File: src/rtl/pipeline_hazard_ctrl.sv
`default_nettype none
// ============================================================================
// Module   : pipeline_hazard_ctrl
// Purpose  : Hazard and stall controller for a classic 5-stage pipeline.
//            Detects load-use hazards, sequences branch flushes and freezes
//            the pipe while the data memory is busy. It also keeps a stalled-
//            cycle performance counter and a sticky memory-timeout flag.
// Revision : 1.0 - initial release
// ----------------------------------------------------------------------------
// Parameters
//   FLUSH_CYCLES  1..7    flush cycles per taken branch
//   WAIT_MAX      1..255  memory-wait cycles before the timeout flag sets
// Ports
//   clk, reset                      clock, asynchronous active-high reset
//   id_rs, id_rt, id_uses_rt        source operands of the ID instruction
//   ex_memread, ex_rt               load in EX and its destination register
//   ex_branch_taken                 branch resolved taken in EX
//   mem_req, mem_ready              MEM access pending / data memory done
//   pc_stall, ifid_stall, idex_stall   hold PC / IF-ID / ID-EX
//   ifid_flush, idex_flush             clear IF-ID / ID-EX
//   state        current FSM state (RUN=0, FLUSH=1, MEM_WAIT=2)
//   stall_count  saturating count of cycles with pc_stall high
//   mem_timeout  sticky memory-timeout flag
// ============================================================================
module pipeline_hazard_ctrl #(
  parameter int FLUSH_CYCLES = 1,
  parameter int WAIT_MAX     = 15
) (
  input  logic        clk,
  input  logic        reset,
  input  logic [4:0]  id_rs,
  input  logic [4:0]  id_rt,
  input  logic        id_uses_rt,
  input  logic        ex_memread,
  input  logic [4:0]  ex_rt,
  input  logic        ex_branch_taken,
  input  logic        mem_req,
  input  logic        mem_ready,
  output logic        pc_stall,
  output logic        ifid_stall,
  output logic        idex_stall,
  output logic        ifid_flush,
  output logic        idex_flush,
  output logic [1:0]  state,
  output logic [15:0] stall_count,
  output logic        mem_timeout
);

  localparam logic [7:0] c_WAIT_MAX   = 8'(WAIT_MAX);
  localparam logic [2:0] c_FLUSH_LAST = 3'(FLUSH_CYCLES - 1);
  localparam logic       c_MULTI_FLUSH = (FLUSH_CYCLES > 1);

  typedef enum logic [1:0] {
    ST_RUN      = 2'd0,
    ST_FLUSH    = 2'd1,
    ST_MEM_WAIT = 2'd2
  } state_t;

  state_t      r_state;
  state_t      w_next_state;
  logic [7:0]  r_wait_cnt;
  logic [7:0]  w_wait_cnt_nxt;
  logic [2:0]  r_flush_cnt;
  logic [2:0]  w_flush_cnt_nxt;
  logic [15:0] r_stall_count;
  logic        r_mem_timeout;
  logic        w_timeout_set;

  logic w_load_use;
  logic w_mem_stall;
  logic w_eval_run;
  logic w_pc_stall, w_ifid_stall, w_idex_stall, w_ifid_flush, w_idex_flush;

  // Register $0 is hard-wired to zero, so a load targeting it never hazards.
  assign w_load_use  = ex_memread && (ex_rt != 5'd0) &&
                       ((ex_rt == id_rs) || (id_uses_rt && (ex_rt == id_rt)));
  assign w_mem_stall = mem_req && !mem_ready;

  always_comb begin
    w_next_state    = r_state;
    w_wait_cnt_nxt  = r_wait_cnt;
    w_flush_cnt_nxt = r_flush_cnt;
    w_timeout_set   = 1'b0;
    w_eval_run      = 1'b0;
    w_pc_stall      = 1'b0;
    w_ifid_stall    = 1'b0;
    w_idex_stall    = 1'b0;
    w_ifid_flush    = 1'b0;
    w_idex_flush    = 1'b0;

    case (r_state)
      ST_RUN: w_eval_run = 1'b1;

      ST_MEM_WAIT: begin
        if (w_mem_stall) begin
          // Whole front end frozen; branch and load-use wait for memory.
          w_pc_stall   = 1'b1;
          w_ifid_stall = 1'b1;
          w_idex_stall = 1'b1;
          if (r_wait_cnt < c_WAIT_MAX) begin
            w_wait_cnt_nxt = r_wait_cnt + 8'd1;
          end
          if (r_wait_cnt == c_WAIT_MAX) begin
            w_timeout_set = 1'b1;
          end
        end else begin
          // Memory finished: this same cycle behaves exactly like RUN.
          w_eval_run = 1'b1;
        end
      end

      ST_FLUSH: begin
        w_ifid_flush = 1'b1;
        w_idex_flush = 1'b1;
        if (w_mem_stall) begin
          // Flush sequence pauses while the memory is busy.
          w_pc_stall = 1'b1;
        end else if (r_flush_cnt == c_FLUSH_LAST) begin
          w_next_state    = ST_RUN;
          w_flush_cnt_nxt = 3'd0;
        end else begin
          w_flush_cnt_nxt = r_flush_cnt + 3'd1;
        end
      end

      default: begin
        // Unused encoding: outputs stay 0 and the FSM recovers to RUN.
        w_next_state    = ST_RUN;
        w_wait_cnt_nxt  = 8'd0;
        w_flush_cnt_nxt = 3'd0;
      end
    endcase

    if (w_eval_run) begin
      w_wait_cnt_nxt = 8'd0;
      w_next_state   = ST_RUN;
      if (w_mem_stall) begin
        w_pc_stall     = 1'b1;
        w_ifid_stall   = 1'b1;
        w_idex_stall   = 1'b1;
        w_next_state   = ST_MEM_WAIT;
        w_wait_cnt_nxt = 8'd1;
      end else if (ex_branch_taken) begin
        // The branch cycle itself is the first flush cycle.
        w_ifid_flush = 1'b1;
        w_idex_flush = 1'b1;
        if (c_MULTI_FLUSH) begin
          w_next_state    = ST_FLUSH;
          w_flush_cnt_nxt = 3'd1;
        end
      end else if (w_load_use) begin
        // Hold PC and IF-ID, insert one bubble into ID-EX.
        w_pc_stall   = 1'b1;
        w_ifid_stall = 1'b1;
        w_idex_flush = 1'b1;
      end
    end
  end

  always_ff @(posedge clk or posedge reset) begin
    if (reset) begin
      r_state       <= ST_RUN;
      r_wait_cnt    <= 8'd0;
      r_flush_cnt   <= 3'd0;
      r_stall_count <= 16'd0;
      r_mem_timeout <= 1'b0;
    end else begin
      r_state     <= w_next_state;
      r_wait_cnt  <= w_wait_cnt_nxt;
      r_flush_cnt <= w_flush_cnt_nxt;
      if (w_pc_stall && (r_stall_count != 16'hFFFF)) begin
        r_stall_count <= r_stall_count + 16'd1;
      end
      if (w_timeout_set) begin
        r_mem_timeout <= 1'b1;
      end
    end
  end

  // Controls are forced low while reset is asserted, independent of inputs.
  assign pc_stall    = w_pc_stall   & ~reset;
  assign ifid_stall  = w_ifid_stall & ~reset;
  assign idex_stall  = w_idex_stall & ~reset;
  assign ifid_flush  = w_ifid_flush & ~reset;
  assign idex_flush  = w_idex_flush & ~reset;
  assign state       = r_state;
  assign stall_count = r_stall_count;
  assign mem_timeout = r_mem_timeout;

endmodule
`default_nettype wire
File: config.mk
export PLATFORM = sky130hd
export DESIGN_NAME = pipeline_hazard_ctrl
export DESIGN_NICKNAME = d
export VERILOG_FILES = /design/src/rtl/pipeline_hazard_ctrl.sv
export SDC_FILE = /design/constraint.sdc
export NUM_CORES = 1
export LEC_CHECK = 0
export BUFFER_PORTS_ARGS = -buffer_cell sky130_fd_sc_hd__buf_4
export CORE_MARGIN = 2
export CORE_UTILIZATION = 30
export CTS_BUF_LIST = sky130_fd_sc_hd__clkbuf_8
export CTS_CLUSTER_SIZE = 30
export DETAILED_ROUTE_END_ITERATION = 8
export HOLD_SLACK_MARGIN = 0.05
export PLACE_DENSITY = 0.55
export REMOVE_ABC_BUFFERS = 1
export SYNTH_ARGS = -nofsm -noshare
export SYNTH_HDL_FRONTEND = slang
export SYNTH_SLANG_ARGS = --single-unit
File: constraint.sdc
create_clock -name clk -period 4.37 [get_ports clk]
set_input_delay 0.437 -clock clk [delete_from_list [all_inputs] [get_ports clk]]
set_output_delay 0.437 -clock clk [all_outputs]
set_load 0.02 [all_outputs]
After elaboration in Yosys (flattened, before gate mapping)

Cells that the tools add are included.

Flip-flop bits (word level): 30
Bits of input ports: 22
Logic and storage cells: 84

Add/subtract/negate cells: 3
$lt $le $gt $ge: 1
Eq/ne operators: 13
Mux-type cells: 39
Bitwise gates (word level): 7
Reductions and logical operators: 16

Operators by type and width:

| operator                                                   | number |
|---|---|
| 2-to-1 mux 1 bit                                           | 26 |
| 2-to-1 mux 8 bit                                           | 3 |
| adder 16 x 1 -> 16 bit, second input constant              | 1 |
| != test 16 bit, second input constant                      | 1 |
| case mux 8 bit (2 select lines)                            | 1 |
| != test 3 bit, second input constant                       | 4 |
| equality test 5 bit                                        | 2 |
| adder 8 x 1 -> 8 bit, second input constant                | 1 |
| equality test 8 x 4 -> 1 bit, second input constant        | 1 |
| less-than comparator 8 x 4 -> 1 bit, second input constant | 1 |
| 2-to-1 mux 2 bit                                           | 4 |
| 2-to-1 mux 3 bit                                           | 2 |
| case mux 3 bit (2 select lines)                            | 1 |
| AND reduction 3 bit                                        | 2 |
| OR reduction 2 bit                                         | 3 |
| AND 1 bit                                                  | 5 |
| logical AND 1 bit                                          | 5 |
| nonzero test 5 bit                                         | 1 |
| != test 2 x 1 -> 1 bit, second input constant              | 2 |
| case mux 2 bit (2 select lines)                            | 1 |
| adder 3 x 1 -> 3 bit, second input constant                | 1 |
| zero test 3 bit                                            | 1 |
| equality test 2 x 1 -> 1 bit, second input constant        | 1 |
| equality test 2 bit, second input constant                 | 1 |
| other kinds (7)                                            | 8 |

Depth between registers and ports, before layout

Depth after elaboration: 9
Depth in mapped cells: 8
Mapped depth without buffers: 7

Least setup slack after synthesis

No wires, ideal clock.

Path kind: input -> output
From: input port ex_rt[3]
To: output port pc_stall
Data arrival time: 1787 ps
Setup slack: 2146 ps
Stages on the path: 7
Buffers on the path: 1
Path through: xor2_1 -> nor4_1 -> a32oi_1 -> nor2_1 -> a21oi_1 -> nor2_1 -> buf_4

Cells in the longest elaborated chain, start to end: 9

RTL lines:

| element             | RTL line | source |
|---|---|---|
| start: declaration  | 35       | `input logic [4:0] ex_rt,` |
| equality test 5 bit | 76       | `((ex_rt == id_rs) \|\| (id_uses_rt && (ex_rt == id_rt)));` |
| logical AND 1 bit   | 76       |  |
| logical OR 1 bit    | 76       |  |
| logical AND 1 bit * | 75       | `assign w_load_use = ex_memread && (ex_rt != 5'd0) &&` |
| 2-to-1 mux 1 bit *  | 151      | `end else if (w_load_use) begin` |
| 2-to-1 mux 1 bit *  | 143      | `end else if (ex_branch_taken) begin` |
| 2-to-1 mux 1 bit *  | 137      | `if (w_mem_stall) begin` |
| 2-to-1 mux 1 bit *  | 134      | `if (w_eval_run) begin` |
| AND 1 bit *         | 181      | `assign pc_stall = w_pc_stall & ~reset;` |
| end: declaration    | 39       | `output logic pc_stall,` |

Every way passes the cells marked *; elsewhere a longest branch is shown, timed or not.

Worst setup path after layout

From: input port ex_rt[3]
To: output port ifid_stall

Cells in the longest elaborated chain, start to end: 9

RTL lines:

| element             | RTL line | source |
|---|---|---|
| equality test 5 bit | 76       |  |
| logical AND 1 bit   | 76       |  |
| logical OR 1 bit    | 76       |  |
| logical AND 1 bit * | 75       |  |
| 2-to-1 mux 1 bit *  | 151      |  |
| 2-to-1 mux 1 bit *  | 143      |  |
| 2-to-1 mux 1 bit *  | 137      |  |
| 2-to-1 mux 1 bit *  | 134      |  |
| AND 1 bit *         | 182      | `assign ifid_stall = w_ifid_stall & ~reset;` |
| end: declaration    | 40       | `output logic ifid_stall,` |

Marked as above.

==> flow_summary.toml <==
[final_layout]
filler_cell_count = 407
n_antenna_cell = 0
multi_input_comb_area_um2 = 661
finish.utilization_pct = 40.8
area_delta_synth_final_pct = 31.4
register_area_um2 = 651
fin_nets = 195
post_route_cells_drive_above_1_share_pct = 32.9

[clocking]
clk-insertion-delay-late_ns = 0.27
cts_hold_buf = 0
post-cts-setup-buffer-count = 0
cts_buffers = 3
cts-resized-gates = 0
htreeDepth = 1
cts_root_buf = "clkbuf_8"
clock_sinks = 26
cts_tree = "yes"
clk_pin_slew_ns = 0.09
clockBufferDepth = 2

[global_routing]
grt_pass1_vias = 1137
grt_max_degree = 27
antenna_found_initial = 0
grtUsageTotal_pct = 12.4
grt.overflow.total = 0
grt_pass1_wl_um = 5070

[route]
wl_per_cell_um = 13.7
avgViaCountPerCell = 4.86
dr.pass1.iters = 4
postRouteAntennaNets = 0
vias = 1078
drt-total-wl_um = 3050
drt_iter0_drc = 51
drc = 0

[timing]
setup-tns-final_ns = 0
timing.fmax_mhz = 446
worst_pin_slew_ns = 1.00
whs_ns = 0.433
finalCriticalPeriod_ns = 2.24
final_max_slew_viol_count = 0
hold_viol_final = 0
fin_crit_sh_pct = 51.4
rsz0062_at_grt = "false"
relSlewSlack_pct = 33.3
finalSetupViolCount = 0
fin_skew_ns = 0.00380

[floorplanning]
placeableCoreArea_um2 = 4350
die_h_um = 71.1
rows = 24
die-area_um2 = 5060
die_w_um = 71.1
start_util_pct = 31.1
ios = 46

[synthesis]
syn_avg_cell_area_um2 = 10.8
synth_cell_types = 31
synth_ff_type = "dfrtp_1"
synth_edf_count = 0
async_reset_ff_share_pct = 100
yosysSeqAreaShare_pct = 48.1
syn-cell-area_um2 = 1350
syn_inst = 125
ys_seq_elements = 26
ys_warn_count = 0

[setup_path]
slowest_stage = "nor4_1"
regToRegSetupSlack_ns = 2.18
r2r-start = "stall_count[0]"
reg2reg_depth = 6
crit_required_ns = 3.93
critPathBufInv = 2
critPathArrivalTime_ns = 1.81
critPathTopFamily = "simple AND/OR/NAND/NOR gates"
rr_endpoint = "stall_count[1]"
cp-end-kind = "output port"
crit_type = "in -> out"
path_max_fanout = 3
slowest_delay_ns = 0.29
cp-start-kind = "input port"
crit_chain = "buf_4 > xor2_1 > nor4_1 > a32oi_1 > nor2_1 > a21oi_1 > nor2_1 > buf_4"

[power_and_ir_drop]
finalPower_mw = 0.628
clkPwrFrac_pct = 24.5
p_leak_nw = 0.874
combPwrFrac_pct = 26.7
p_switching_mw = 0.200
netSwitchingFraction_pct = 31.8
p_int_mw = 0.428
power.density_nw_per_um2 = 353
pwr-share-seq_pct = 48.8
ir_worst_vdd_uv = 276

[run]
maxCapViolCount = 0

[place]
port_buffers = 44
place_congestion = 0.931
hpwl_um = 2320

[hold_path]
min_path_type = "in -> async"

[run_status]
run_status = "finished, final reports clean"
## layer usage
layer,vias to the layer above,share of wire [%],GRT usage (%)
li1,525,-,-
met4,0,0.62,4.40
met1,510,45,15.0
met2,41,47,21.0
met3,2,8.2,3.56
met5,-,0,0
## cell usage in the layout, fill, tap and decap left out, types with 4 or more instances in the layout
master / instances
nand2_1: 7
nor2_1: 11
nor3_1: 4
buf_4: 44
clkbuf_8: 4
nand4_1: 6
and3_1: 7
nand3_1: 7
dfrtp_1: 26
xor2_1: 12
xnor2_1: 16
## cells in the mapped netlist (all sizes together) (2+ instances only)
library cell	instances	area [µm²]
nor4	3	33.8
nor2	11	41.3
ha	2	25.0
nand2	7	26.3
nand3	8	45.0
inv	3	11.3
nor3	4	20.0
xnor2	16	140
a21oi	2	10.0
xor2	12	105
and3	8	51.3
buf	3	26.3
dfrtp	26	651
nand4	8	62.6
## cell type report
cell class	count	area share, %
Multi-Input combinational cell	92	37.2
Sequential cell	26	36.6
Timing Repair Buffer	44	18.6
Tap cell	52	3.66
Clock buffer	4	3.10
Inverter	4	0.845
## power groups by stage
| stage | sequential, mW | clock, mW | combinational (mW) |
|---|---|---|---|
| after detailed placement | 0.311 | 0 | 0.170 |
| after global placement | 0.310 | 0 | 0.167 |
| after CTS | 0.307 | 0.158 | 0.170 |
| after floorplan | 0.337 | 0 | 0.0635 |
| after global routing | 0.313 | 0.167 | 0.184 |
| final | 0.306 | 0.154 | 0.167 |
## sequential cells by signal (all words and copies together) (netlist names)
register	flops
stall_count	16
mem_timeout	1
state	1
r_wait_cnt	8
## metrics by stage
stage / area [µm²] / setup slack, ns / std cells
after global placement: 1720 / 2.18 / 218
after CTS: 1780 / 2.11 / 222
after detailed placement: 1720 / 2.11 / 218
after global routing: 1780 / 2.00 / 222
after floorplan: 1330 / 2.15 / 122
final: 1780 / 2.13 / 222
## how the worst max path moves through the flow
stage,startpoint,depth (start not counted),endpoint
2_1_floorplan,ex_rt[3],6,ifid_stall
3_3_place_gp,ex_rt[3],8,ifid_stall
3_5_place_dp,ex_rt[3],8,ifid_stall
4_1_cts,ex_rt[3],8,ifid_stall
5_1_grt,stall_count[0],7,stall_count[11]
6_report,ex_rt[3],8,ifid_stall
## logic make-up (layout without fill, tap and decap cells)
kind of cell	after synthesis	count (layout)	synth area share, %
multiplexers	2	2	1.57
flip-flops	26	26	48.1
XOR/XNOR	28	28	18.1
adder cells (fa/ha/maj)	2	2	1.85
AND/OR/NAND/NOR	52	52	22.2
buffers and inverters	7	52	3.05
other	1	1	0.277
AO/OA/AOI/OAI	7	7	4.81
## worst register-to-register path, cell delays in order (launching register included)
cell     delay, ns
dfrtp_1       0.44
ha_1          0.26
nand2_1       0.07
nor2_1        0.11
a311o_2       0.43
o22ai_4       0.38
mux2_2        0.39
No activity file was read; power rests on OpenSTA's default activity.
